### config.mk
export PLATFORM = sky130hd
export DESIGN_NAME = qbert_sprite_blitter
export DESIGN_NICKNAME = d
export VERILOG_FILES = /design/src/rtl/qbert_gfx_pkg.sv /design/src/rtl/blit_addr_gen.sv /design/src/rtl/qbert_sprite_blitter.sv
export SDC_FILE = /design/constraint.sdc
export NUM_CORES = 1
export LEC_CHECK = 0
export CORE_UTILIZATION = 25
export CTS_BUF_LIST = sky130_fd_sc_hd__clkbuf_4 sky130_fd_sc_hd__clkbuf_8
export CTS_CLUSTER_SIZE = 25
export DETAILED_ROUTE_END_ITERATION = 16
export HOLD_SLACK_MARGIN = 0.12
export PLACE_DENSITY = 0.47
export SLEW_MARGIN = 20
export SYNTH_ARGS = -nofsm -noshare
export SYNTH_HDL_FRONTEND = slang
export SYNTH_SLANG_ARGS = --single-unit
### constraint.sdc
create_clock -name clk_clk -period 7.7 [get_ports clk_clk]
set_clock_uncertainty 0.1 [all_clocks]
set_input_delay 1.54 -clock clk_clk [delete_from_list [all_inputs] [get_ports clk_clk]]
set_output_delay 1.54 -clock clk_clk [all_outputs]
set_load 0.02 [all_outputs]
### src/rtl/qbert_gfx_pkg.sv
// Shared widths, state encoding and command types for the Q*bert sprite blitter.
package qbert_gfx_pkg;

  localparam int PIX_W      = 16;
  localparam int PIC_AW     = 12;
  localparam int BG_AW      = 13;
  localparam int SRC_AW     = PIC_AW;
  localparam int DST_AW     = BG_AW;
  localparam int DW         = PIX_W;
  localparam int DIM_W      = 6;
  localparam int DST_STRIDE = 128;

  localparam logic [PIX_W-1:0] KEY_MAGENTA = 16'hF81F;

  typedef enum logic [1:0] {
    ST_IDLE,
    ST_RUN,
    ST_DRAIN,
    ST_DONE
  } blit_state_t;

  typedef struct packed {
    logic             key_en;
    logic [PIX_W-1:0] key;
  } blit_key_t;

  typedef struct packed {
    logic [PIC_AW-1:0] src_base;
    logic [BG_AW-1:0]  dst_base;
    logic [DIM_W-1:0]  width;
    logic [DIM_W-1:0]  height;
    blit_key_t         key;
  } blit_cmd_t;

  function automatic logic cmd_is_empty(input blit_cmd_t cmd);
    return (cmd.width == '0) || (cmd.height == '0);
  endfunction

endpackage

### src/rtl/blit_addr_gen.sv
// Raster walker for one blit: source pointer, destination row/column and
// the flag marking the final pixel of the sprite.
module blit_addr_gen
  import qbert_gfx_pkg::*;
(
  input  logic              clk,
  input  logic              rst_n,
  input  logic              load,
  input  logic              step,
  input  logic [SRC_AW-1:0] src_base,
  input  logic [DST_AW-1:0] dst_base,
  input  logic [DIM_W-1:0]  width,
  input  logic [DIM_W-1:0]  height,
  output logic [SRC_AW-1:0] src_ptr,
  output logic [DST_AW-1:0] dst_addr,
  output logic              last
);

  logic [DIM_W-1:0]  width_q, width_d;
  logic [DIM_W-1:0]  height_q, height_d;
  logic [DIM_W-1:0]  x_q, x_d;
  logic [DIM_W-1:0]  y_q, y_d;
  logic [SRC_AW-1:0] src_ptr_q, src_ptr_d;
  logic [DST_AW-1:0] dst_row_q, dst_row_d;
  logic              x_end;

  assign x_end    = (x_q == width_q - DIM_W'(1));
  assign last     = x_end && (y_q == height_q - DIM_W'(1));
  assign src_ptr  = src_ptr_q;
  assign dst_addr = dst_row_q + DST_AW'(x_q);

  always_comb begin
    // NOTE: every output gets its hold value first, so no path leaves it unassigned (no latch).
    width_d   = width_q;
    height_d  = height_q;
    x_d       = x_q;
    y_d       = y_q;
    src_ptr_d = src_ptr_q;
    dst_row_d = dst_row_q;
    if (load) begin
      width_d   = width;
      height_d  = height;
      x_d       = '0;
      y_d       = '0;
      src_ptr_d = src_base;
      dst_row_d = dst_base;
    end else if (step) begin
      src_ptr_d = src_ptr_q + SRC_AW'(1);
      if (x_end) begin
        x_d       = '0;
        y_d       = y_q + DIM_W'(1);
        dst_row_d = dst_row_q + DST_AW'(DST_STRIDE);
      end else begin
        x_d = x_q + DIM_W'(1);
      end
    end
  end

  // NOTE: non-blocking assignments so every flop samples pre-edge values.
  always_ff @(posedge clk or negedge rst_n) begin
    if (!rst_n) begin
      width_q   <= '0;
      height_q  <= '0;
      x_q       <= '0;
      y_q       <= '0;
      src_ptr_q <= '0;
      dst_row_q <= '0;
    end else begin
      width_q   <= width_d;
      height_q  <= height_d;
      x_q       <= x_d;
      y_q       <= y_d;
      src_ptr_q <= src_ptr_d;
      dst_row_q <= dst_row_d;
    end
  end

endmodule

### src/rtl/qbert_sprite_blitter.sv
// Command-driven sprite blitter: pic_mem -> background_mem, one pixel per
// cycle, optional colour-key transparency, stalls on a missing bg_grant.
module qbert_sprite_blitter
  import qbert_gfx_pkg::*;
(
  input  logic              clk_clk,
  input  logic              reset_reset_n,
  input  logic              cmd_valid,
  output logic              cmd_ready,
  input  logic [SRC_AW-1:0] cmd_src_base,
  input  logic [DST_AW-1:0] cmd_dst_base,
  input  logic [DIM_W-1:0]  cmd_width,
  input  logic [DIM_W-1:0]  cmd_height,
  input  logic              cmd_key_en,
  input  logic [DW-1:0]     cmd_key,
  input  logic              bg_grant,
  output logic              busy,
  output logic              done,
  output logic [SRC_AW-1:0] pic_mem_s2_address,
  output logic              pic_mem_s2_chipselect,
  output logic              pic_mem_s2_clken,
  output logic              pic_mem_s2_write,
  input  logic [DW-1:0]     pic_mem_s2_readdata,
  output logic [DW-1:0]     pic_mem_s2_writedata,
  output logic [1:0]        pic_mem_s2_byteenable,
  output logic [DST_AW-1:0] background_mem_s2_address,
  output logic              background_mem_s2_chipselect,
  output logic              background_mem_s2_clken,
  output logic              background_mem_s2_write,
  output logic [DW-1:0]     background_mem_s2_writedata,
  output logic [1:0]        background_mem_s2_byteenable
);

  blit_state_t       state_q, state_d;
  blit_key_t         key_q, key_d;
  blit_cmd_t         cmd_in;

  logic              accept;
  logic              stall;
  logic              issue;
  logic              keyed;
  logic              last;
  logic [SRC_AW-1:0] src_ptr;
  logic [DST_AW-1:0] dst_addr;

  logic              s1_vld_q, s1_vld_d;
  logic [DST_AW-1:0] s1_dst_q, s1_dst_d;
  logic              s2_vld_q, s2_vld_d;
  logic [DST_AW-1:0] s2_dst_q, s2_dst_d;
  logic [DW-1:0]     pix_q, pix_d;

  always_comb begin
    cmd_in.src_base   = cmd_src_base;
    cmd_in.dst_base   = cmd_dst_base;
    cmd_in.width      = cmd_width;
    cmd_in.height     = cmd_height;
    cmd_in.key.key_en = cmd_key_en;
    cmd_in.key.key    = cmd_key;
  end

  // A stall only exists while a write is actually waiting in S2.
  assign stall  = s2_vld_q && !bg_grant;
  assign accept = (state_q == ST_IDLE) && cmd_valid;
  assign issue  = (state_q == ST_RUN) && !stall;
  assign keyed  = key_q.key_en && (pix_q == key_q.key);

  blit_addr_gen u_addr_gen (
    .clk      (clk_clk),
    .rst_n    (reset_reset_n),
    .load     (accept),
    .step     (issue),
    .src_base (cmd_in.src_base),
    .dst_base (cmd_in.dst_base),
    .width    (cmd_in.width),
    .height   (cmd_in.height),
    .src_ptr  (src_ptr),
    .dst_addr (dst_addr),
    .last     (last)
  );

  always_comb begin
    state_d = state_q;
    key_d   = key_q;
    unique case (state_q)
      ST_IDLE: begin
        if (cmd_valid) begin
          key_d   = cmd_in.key;
          state_d = cmd_is_empty(cmd_in) ? ST_DONE : ST_RUN;
        end
      end
      ST_RUN: begin
        if (issue && last) state_d = ST_DRAIN;
      end
      ST_DRAIN: begin
        // Leave as the final S2 write retires so done lands the next cycle.
        if (!s1_vld_q && (!s2_vld_q || !stall)) state_d = ST_DONE;
      end
      ST_DONE:  state_d = ST_IDLE;
      default:  state_d = ST_IDLE;
    endcase
  end

  always_comb begin
    s1_vld_d = s1_vld_q;
    s1_dst_d = s1_dst_q;
    s2_vld_d = s2_vld_q;
    s2_dst_d = s2_dst_q;
    pix_d    = pix_q;
    if (!stall) begin
      s1_vld_d = issue;
      s1_dst_d = dst_addr;
      s2_vld_d = s1_vld_q;
      s2_dst_d = s1_dst_q;
      if (s1_vld_q) pix_d = pic_mem_s2_readdata;
    end
  end

  always_ff @(posedge clk_clk or negedge reset_reset_n) begin
    if (!reset_reset_n) begin
      state_q  <= ST_IDLE;
      key_q    <= '0;
      s1_vld_q <= 1'b0;
      s1_dst_q <= '0;
      s2_vld_q <= 1'b0;
      s2_dst_q <= '0;
      pix_q    <= '0;
    end else begin
      state_q  <= state_d;
      key_q    <= key_d;
      s1_vld_q <= s1_vld_d;
      s1_dst_q <= s1_dst_d;
      s2_vld_q <= s2_vld_d;
      s2_dst_q <= s2_dst_d;
      pix_q    <= pix_d;
    end
  end

  assign cmd_ready = (state_q == ST_IDLE);
  assign busy      = (state_q != ST_IDLE);
  assign done      = (state_q == ST_DONE);

  // The RAM output register freezes with clken, so held readdata stays valid.
  assign pic_mem_s2_address    = src_ptr;
  assign pic_mem_s2_chipselect = (state_q == ST_RUN);
  assign pic_mem_s2_clken      = !stall;
  assign pic_mem_s2_write      = 1'b0;
  assign pic_mem_s2_writedata  = '0;
  assign pic_mem_s2_byteenable = 2'b11;

  assign background_mem_s2_address    = s2_dst_q;
  assign background_mem_s2_chipselect = s2_vld_q && !stall;
  assign background_mem_s2_clken      = !stall;
  assign background_mem_s2_write      = s2_vld_q && !stall && !keyed;
  assign background_mem_s2_writedata  = pix_q;
  assign background_mem_s2_byteenable = 2'b11;

endmodule

==> Word-level counts from Yosys, hierarchy flattened <==
Index checks and enable logic that the tools add are counted.
Widths: inputs -> output; s select.
{ "classes": {"add_sub_neg": 7, "eq_ne": 9, "n_mux": 16, "bitwise": 1, "n_reduce_logical": 26} }
{ "ops": {"columns": ["op", "n"], "rows": [
  ["$mux 13", 3],
  ["$mux 6", 6],
  ["$mux 12", 2],
  ["$eq 16x16->1", 1],
  ["$add 13x6->13", 1],
  ["$add 13x8->13 const B", 1],
  ["$add 12x1->12 const B", 1],
  ["$add 6x1->6 const B", 2],
  ["$eq 6x6->1", 2],
  ["$logic_not 6->1", 2],
  ["$sub 6x1->6 const B", 2],
  ["$logic_and 1x1->1", 9],
  ["$mux 2", 4],
  ["$pmux 2 s4", 1],
  ["$reduce_and 2->1", 3],
  ["$reduce_bool 2->1", 3],
  ["$logic_not 1->1", 5],
  ["$eq 2x2->1 const B", 2],
  ["$ne 2x2->1 const B", 2],
  ["$reduce_and 3->1", 1],
  ["$eq 2x1->1 const B", 1],
  ["$logic_not 2->1", 1],
  ["$logic_or 1x1->1", 2],
  ["$ne 2x1->1 const B", 1],
  ["$not 1->1", 1]
]} }
{ "word_totals": {"regBits": 112, "input_bits": 74, "wordCells": 73} }

==> Longest topological paths before layout <==
Gate-level depths: netlist (run 1).
{ "depth": {"depth_word": 7, "depth_mapped": 9, "mapped_depth_nobuf": 9} }

==> Modules after synthesis <==
A second synthesis (run 1) with hierarchy kept.
{ "hier_totals": {"hier_cells": 575, "area_unflattened_um2": 5865.6} }
{ "modules_own_cells": {"columns": ["mod", "instances", "cells_per_inst", "area_each_um2", "seq_area_each_um2"], "rows": [
  ["blit_addr_gen", 1, 316, 3012.9, 1226.2],
  ["qbert_sprite_blitter", 1, 259, 2852.7, 1576.5]
]} }

==> Least setup slack after synthesis (run 1) <==
OpenSTA, ideal clock, no wires.
{ "synth_timing": {"path_kind": "input-to-output", "from": "input bg_grant", "to": "output pic_mem_s2_clken", "t_arrival_ns": 2.515, "setup_slack_ns": 3.545, "cell_stages": 5, "path_cell_list": "nor2b_1 clkbuf_1 inv_1 buf_1 buf_4"} }
{ "synth_via": {"elab_chain_len": 3} }
{ "synth_rtl": {"columns": ["item", "line", "rtl"], "rows": [
  ["start, declared", "qbert_sprite_blitter.sv:16", "input logic bg_grant,"],
  ["$logic_not 1->1", "qbert_sprite_blitter.sv:62", "assign stall = s2_vld_q && !bg_grant;"],
  ["$logic_and 1x1->1", "qbert_sprite_blitter.sv:62", null],
  ["$logic_not 1->1", null, null],
  ["end, declared", "qbert_sprite_blitter.sv:21", "output logic pic_mem_s2_clken,"]
]} }
No other way between the ends.

==> Final worst setup path (run 1) <==
{ "layout_timing": {"from": "input bg_grant", "to": "output pic_mem_s2_clken"} }
{ "layout_via": {"elab_chain_len": 3} }
{ "layout_rtl": {"columns": ["item", "line", "rtl"], "rows": [
  ["$logic_not 1->1", "qbert_sprite_blitter.sv:62", null],
  ["$logic_and 1x1->1", "qbert_sprite_blitter.sv:62", null],
  ["$logic_not 1->1", "qbert_sprite_blitter.sv:145", "assign pic_mem_s2_clken = !stall;"]
]} }
No other way between the ends.

==> results of run 1 <==
==> logic make-up after synthesis <==
kind of cell,count (synthesis)
buffers and inverters,61
AO/OA/AOI/OAI,82
XOR/XNOR,54
AND/OR/NAND/NOR,275
multiplexers,19
adder cells (fa/ha/maj),17
flip-flops,112
other,2
==> per-layer routing <==
metal / share of wire [%] / up-vias / wire length (um)
li1: - / 2252 / -
met1: 49 / 2075 / 7088
met2: 47 / 81 / 6770
met5: 0 / - / 0
met3: 3.3 / 11 / 477
met4: 1.3 / 0 / 196
==> flip-flops by register name, summed over array words and instances, names as in the netlist <==
name	cells
s1_dst_q	13
key_q	17
state_q	2
u_addr_gen.dst_row_q	13
s1_vld_q	1
u_addr_gen.x_q	6
s2_vld_q	1
u_addr_gen.src_ptr	12
background_mem_s2_address	13
background_mem_s2_writedata	16
u_addr_gen.width_q	6
u_addr_gen.height_q	6
u_addr_gen.y_q	6
==> synthesized netlist by cell type, types with 2 or more instances <==
master / n / share of area [%]
nand2_1: 179 / 12
dfrtp_1: 112 / 49
o21ai_0: 41 / 3.6
xnor2_1: 31 / 4.7
nor2_1: 28 / 1.8
xor2_1: 23 / 3.5
buf_4: 22 / 2.9
clkbuf_1: 19 / 1.2
mux2_2: 17 / 3.3
ha_1: 16 / 3.5
inv_1: 16 / 1.0
nand3_1: 15 / 1.3
a21oi_1: 11 / 0.96
and3_1: 10 / 1.1
a31oi_1: 8 / 0.87
nand4_1: 6 / 0.65
nor3_1: 6 / 0.52
nor3b_1: 5 / 0.65
or3_1: 5 / 0.54
a32o_1: 4 / 0.70
buf_1: 4 / 0.26
nor2b_1: 4 / 0.43
and2_1: 3 / 0.33
nor4_1: 3 / 0.33
o311a_1: 3 / 0.52
a21o_1: 2 / 0.26
and3b_1: 2 / 0.30
conb_1: 2 / 0.13
mux2i_1: 2 / 0.35
nand2b_1: 2 / 0.22
==> placed cells by master, fill, tap and decap left out, drive strengths merged, types with 2 or more instances in the layout <==
cell type,instances
nand3,15
nand2b,2
o21ai,41
mux2i,2
xnor2,31
a32o,4
ha,16
nand2,180
dfrtp,112
nor2b,4
or3,6
a31oi,8
and3,10
o311a,3
clkinv,2
and3b,2
a21o,2
clkbuf,10
conb,21
inv,19
xor2,23
mux2,17
nand4,6
nor3b,5
a21oi,11
nor3,6
nor4,3
and2,4
buf,7
clkdlybuf4s50,121
nor2,28
==> per-stage QoR <==
stage	cell area (um2)	hold WS (ps)	instances
2_1_floorplan	5829	338.6	641
3_3_place_gp	7208	352.9	1009
3_5_place_dp	7208	354.9	1009
4_1_cts	7396	381.1	1025
5_1_grt	7396	393.5	1025
6_report	7396	372.4	1025
==> power groups by stage <==
| stage | combinational [uW] | clock, uW | sequential, uW |
|---|---|---|---|
| after floorplan | 751 | 0 | 1170 |
| after global placement | 1350 | 0 | 1110 |
| after CTS | 1360 | 368 | 1090 |
| final | 1340 | 350 | 1090 |
| after global routing | 1500 | 393 | 1130 |
| after detailed placement | 1350 | 0 | 1110 |
==> final timing paths <==
path | start | end | cells after the start
setup / recovery | bg_grant | pic_mem_s2_clken | 5
hold / removal | background_mem_s2_address[10]$_DFFE_PN0N_ | background_mem_s2_address[10]$_DFFE_PN0N_ | 2
setup reg to reg | s2_vld_q$_DFFE_PN0N_ | state_q[1]$_DFFE_PN0P_ | 9
hold reg to reg | background_mem_s2_address[10]$_DFFE_PN0N_ | background_mem_s2_address[10]$_DFFE_PN0N_ | 2
max in group asynchronous | reset_reset_n | background_mem_s2_writedata[5]$_DFFE_PN0P_ | 2
min in group asynchronous | reset_reset_n | s1_dst_q[11]$_DFFE_PN0N_ | 1
==> final cells by class <==
type,count,area (um2),share of cell area (%)
inverters,16,60.06,0.8120
flip-flops and latches,112,2803,37.90
clock buffers,10,137.6,1.861
clock inverters,6,50.05,0.6767
multi-input cells,468,2725,36.85
repair buffers,128,1264,17.09
well taps,285,356.6,4.822
==> worst max-delay path: stages <==
cell and delay, ps:
clkdlybuf4s50_1 470, nor2b_2 140, buf_4 300, inv_1 120, clkdlybuf4s50_1 550
==> summary.md, run 1 <==
| Metric | Value |
|---|---|
| Net Sw Frac | `42.04%` |
| CP required | `6060 ps` |
| Final hold vios | `0` |
| Lkg Pwr | `0.003308 uW` |
| Vias/cell | `4.311` |
| Post-synthesis mux area share | `3.672%` |
| PwrDens | `375.0 nW/um2` |
| Post-cts resize count | `0` |
| WL final | `14530 um` |
| EDFF count, synth | `0` |
| CTS tree | `done` |
| Crit path launch type | `input port` |
| H-tree levels | `3` |
| Status | `complete, no violations` |
| M3 GR Usage | `2.621%` |
| Final core utilization | `32.67%` |
| Max Clk Rate | `209.4 MHz` |
| GR peak layer | `met2` |
| Vias in the first global route | `4394` |
| Largest family of logic cells by synthesized area | `simple AND/OR/NAND/NOR gates` |
| Global Route Usage Sum | `12.86%` |
| Top FF cell, synth | `dfrtp_1` |
| Placement Setup Slack | `2897 ps` |
| Antenna violations before repair | `0` |
| Worst Max-Slew Pin Slew | `893.9 ps` |
| Clock Latency Late Sink | `390 ps` |
| Port Buf Inserts | `122` |
| Worst Path Arrival | `3140 ps` |
| Sw Pwr | `1166 uW` |
| Setup repair bufs after CTS | `0` |
| CTS buffer count | `9` |
| Synth Area per Inst | `9.257 um2` |
| Met2 Resource Use GR | `20.45%` |
| Starting density of the core | `25.43%` |
| Crit path kind | `input port to primary output` |
| Setup slack, reg-to-reg | `4560 ps` |
| Area grow syn2layout | `28.44%` |
| Rows | `55` |
| Setup ws final | `2925 ps` |
| IO Pins | `144` |
| FFs w/ async S/R, synth | `100.0%` |
| Post-Synth Simple-Gate Area | `21.01%` |
| Slew Viols, Final | `0` |
| Synthesized netlist cell count | `622` |
| Final nets | `826` |
| Synthesis Warnings | `0` |
| HPWL after DPL | `10210 um` |
| Adder-cell share of the synthesized area | `3.824%` |
| Unrepaired setup endpoints after global routing | `false` |
| Logic pwr share | `48.1%` |
| Slew Limit Headroom | `40.41%` |
| Max clock buf depth | `2` |
| Crit Path Max Fanout | `27` |
| First-pass GRT wire length | `23870 um` |
| DRC viols | `0` |
| Compound-Gate Fraction of Synth Area | `9.061%` |
| Period utilization | `62.02%` |
| TritonCTS Sinks | `112` |
| Antenna-violating nets left | `0` |
| Pin count of the biggest net entering global routing | `87` |
| Netlist cell types | `51` |
| Total negative slack | `0 ps` |
| Routed len/inst | `14.18 um` |
| Crit end category | `primary output` |
| Die span in x | `153.8 um` |
| Clock share of power | `12.6%` |
| Seq pwr share | `39.2%` |
| Internal | `1607 uW` |
| Mapped Area | `5758 um2` |
| ANT cells | `0` |
| Final GP Congestion | `0.7372` |
| Period minus WS final | `4776 ps` |
| Worst min path class | `flop to flop` |
| Die area | `23640 um2` |
| Root Driver | `clkbuf_8` |
| M1 GR Usage | `17.64%` |
| Hold buffers post-CTS | `0` |
| VDD IR max | `0.0001157 V` |
| Post-synthesis xor/xnor area fraction | `8.214%` |
| Core area | `22640 um2` |
| Via Count | `4419` |
| Proportion of layout cells with a drive suffix above 1 | `6.216%` |
| Total power | `2773 uW` |
| FILL cells | `2392` |
| Max-Cap Viols | `0` |
| Drt first pass iters | `6` |
| Synth Register Bits | `112` |
| Reg clk slew, reported paths | `110 ps` |
| Die height | `153.8 um` |
| Seq/Total Area, Yosys | `48.67%` |
| Violation count after the first detailed-route iteration | `162` |
| Setup-failing EPs final | `0` |
| Overflow after GRT | `0` |
(Power assumes the default switching activity.)
==> inputs of run 2 (changes only) <==
Clock period 7.7 ns to 4.8 ns, I/O delays scaled along.
==> run 2 against run 1 <==
- flip-flop and latch count unchanged
- design area rose by 0.25%
- first-iteration DRC count is 8.6% higher
- count of clock-buffer cells in the layout shrank 1
- global-route usage grew 0.14 points
- setup slack got worse by 1700 ps
- routed wire length rose by 1.5%
- critical path depth fell by 1
- via count grew 0.95%
- critical path type unchanged
- largest cell class unchanged
- highest routed layer unchanged
==> summary.md, run 2 (synthesis gave the netlist of run 1 again) <==
| Metric | Value |
|---|---|
| Status | `complete, no violations` |
| Unrepaired setup endpoints after global routing | `false` |
| Most frequent cells in the layout | `179 x nand2_1, 121 x clkdlybuf4s50_1, 112 x dfrtp_1, 41 x o21ai_0, 31 x xnor2_1` |
| Core area | `22640 um2 (unchanged)` |
| Setup repair bufs after CTS | `0 (unchanged)` |
| Placement Setup Slack | `1139 ps (-1758 ps)` |
| Crit end category | `primary output` |
| Met2 Resource Use GR | `21.32% (+0.87 points)` |
| Proportion of layout cells with a drive suffix above 1 | `6.343% (+0.13 points)` |
| Period minus WS final | `3548 ps` |
| Setup ws final | `1252 ps (-1673 ps)` |
| Rows | `55 (unchanged)` |
| Post-cts resize count | `0 (unchanged)` |
| Die span in x | `153.8 um (unchanged)` |
| H-tree levels | `3 (unchanged)` |
| Via Count | `4461 (+0.95%)` |
| Slew Limit Headroom | `44.71% (+4.3 points)` |
| Area grow syn2layout | `28.77%` |
| WL final | `14750 um (+1.5%)` |
| Total power | `4458 uW (+61%)` |
| Slew Viols, Final | `0 (unchanged)` |
| ANT cells | `0 (unchanged)` |
| DRC viols | `0 (unchanged)` |
| Root Driver | `clkbuf_8` |
| Hold buffers post-CTS | `0 (unchanged)` |
| Worst Path Arrival | `2490 ps (-650 ps)` |
| Most common cell after layout, fill and taps aside | `nand2_1` |
| Biggest register | `key_q` |
| Final nets | `827 (+0.12%)` |
| Vias in the first global route | `4411 (+0.39%)` |
| Clock Latency Late Sink | `390 ps (about the same)` |
| IO Pins | `144 (unchanged)` |
| FF-to-FF Start | `u_addr_gen.width_q[0]$_DFFE_PN0P_` |
| Final core utilization | `32.75% (+0.083 points)` |
| GR peak layer | `met2` |
| Crit Path Max Fanout | `7 (-74%)` |
| First-pass GRT wire length | `24100 um (+0.98%)` |
| Max reg flops | `17 (unchanged)` |
| Setup slack, reg-to-reg | `1790 ps (-2770 ps)` |
| Crit path kind | `input port to primary output` |
| M1 GR Usage | `17.47% (-0.17 points)` |
| Die height | `153.8 um (unchanged)` |
| Vias/cell | `4.348 (+0.85%)` |
| Global Route Usage Sum | `13.00% (+0.14 points)` |
| Overflow after GRT | `0 (unchanged)` |
| CTS buffer count | `9 (unchanged)` |
| RR Endpoint | `state_q[1]$_DFFE_PN0P_` |
| Max Clk Rate | `281.8 MHz` |
| CTS tree | `done` |
| CP required | `3740 ps (-2320 ps)` |
| Max clock buf depth | `2 (unchanged)` |
| Reg clk slew, reported paths | `120 ps (about the same)` |
| Die area | `23640 um2 (unchanged)` |
| Pin count of the biggest net entering global routing | `101 (+16%)` |
| Lkg Pwr | `0.003322 uW (+0.40%)` |
| Violation count after the first detailed-route iteration | `176 (+8.6%)` |
| Antenna-violating nets left | `0 (unchanged)` |
| TritonCTS Sinks | `112 (unchanged)` |
| Crit path launch type | `input port` |
| Total negative slack | `0 ps (unchanged)` |
| Period utilization | `73.92%` |
| VDD IR max | `0.0001993 V (+72%)` |
| Final GP Congestion | `0.7803 (+5.8%)` |
| Crit path launch | `bg_grant` |
| Port Buf Inserts | `122 (unchanged)` |
| Setup-failing EPs final | `0 (unchanged)` |
| Drt first pass iters | `6 (unchanged)` |
| Worst Max-Slew Pin Slew | `827.4 ps (-66.48 ps)` |
| Antenna violations before repair | `0 (unchanged)` |
| Worst Setup EP | `pic_mem_s2_clken` |
| M3 GR Usage | `2.649% (+0.028 points)` |
| Hold WS | `285.7 ps (-86.71 ps)` |
| Worst min path class | `input port to asynchronous set/reset pin` |
| Cell depth of the worst flop-to-flop path | `6 (-3)` |
| FILL cells | `2368 (-1.0%)` |
| Starting density of the core | `25.43% (unchanged)` |
| HPWL after DPL | `10590 um (+3.7%)` |
| Max-Cap Viols | `0 (unchanged)` |
| Routed len/inst | `14.38 um (+1.4%)` |
| Final hold vios | `0 (unchanged)` |
| PwrDens | `601.2 nW/um2 (+60%)` |
-- run 2: layer usage --
layer	vias to the layer above	wire, um
li1	2256	-
met1	2113	7025
met2	83	7109
met3	9	491
met4	0	125
met5	-	0
-- run 2: cell type report --
cell class | count | area, um2 | share of cell area, %
inverters | 16 | 60.06 | 0.8100
clock inverters | 7 | 62.56 | 0.8437
multi-input cells | 468 | 2725 | 36.75
clock buffers | 9 | 123.9 | 1.671
repair buffers | 129 | 1284 | 17.31
well taps | 285 | 356.6 | 4.809
flip-flops and latches | 112 | 2803 | 37.80
-- run 2: stage by stage --
stage / cell area, um2 / instances
6_report: 7415 / 1026
5_1_grt: 7415 / 1026
4_1_cts: 7415 / 1026
3_5_place_dp: 7228 / 1010
3_3_place_gp: 7228 / 1010
2_1_floorplan: 5829 / 641
-- run 2: how the worst min path moves through the flow --
stage / start / end / slack [ps] / depth (start not counted)
floorplan: s1_dst_q[0]$_DFFE_PN0N_ / s1_dst_q[0]$_DFFE_PN0N_ / 340 / 2
global placement: background_mem_s2_address[7]$_DFFE_PN0N_ / background_mem_s2_address[7]$_DFFE_PN0N_ / 350 / 2
detailed placement: s1_dst_q[10]$_DFFE_PN0N_ / background_mem_s2_address[10]$_DFFE_PN0N_ / 360 / 2
CTS: reset_reset_n / background_mem_s2_address[9]$_DFFE_PN0N_ / 260 / 1
global route: reset_reset_n / background_mem_s2_address[9]$_DFFE_PN0N_ / 270 / 1
finish: reset_reset_n / background_mem_s2_address[9]$_DFFE_PN0N_ / 290 / 1
-- run 2: power by group --
group          internal (uW)  switching [uW]
Sequential              1370             375
Clock                    203             368
Combinational            999            1150
Total                   2570            1890
-- run 2: critical path, stage by stage --
cell and delay (ps):
clkdlybuf4s50_1 530, nor2b_2 80, inv_1 250, clkdlybuf4s50_1 670
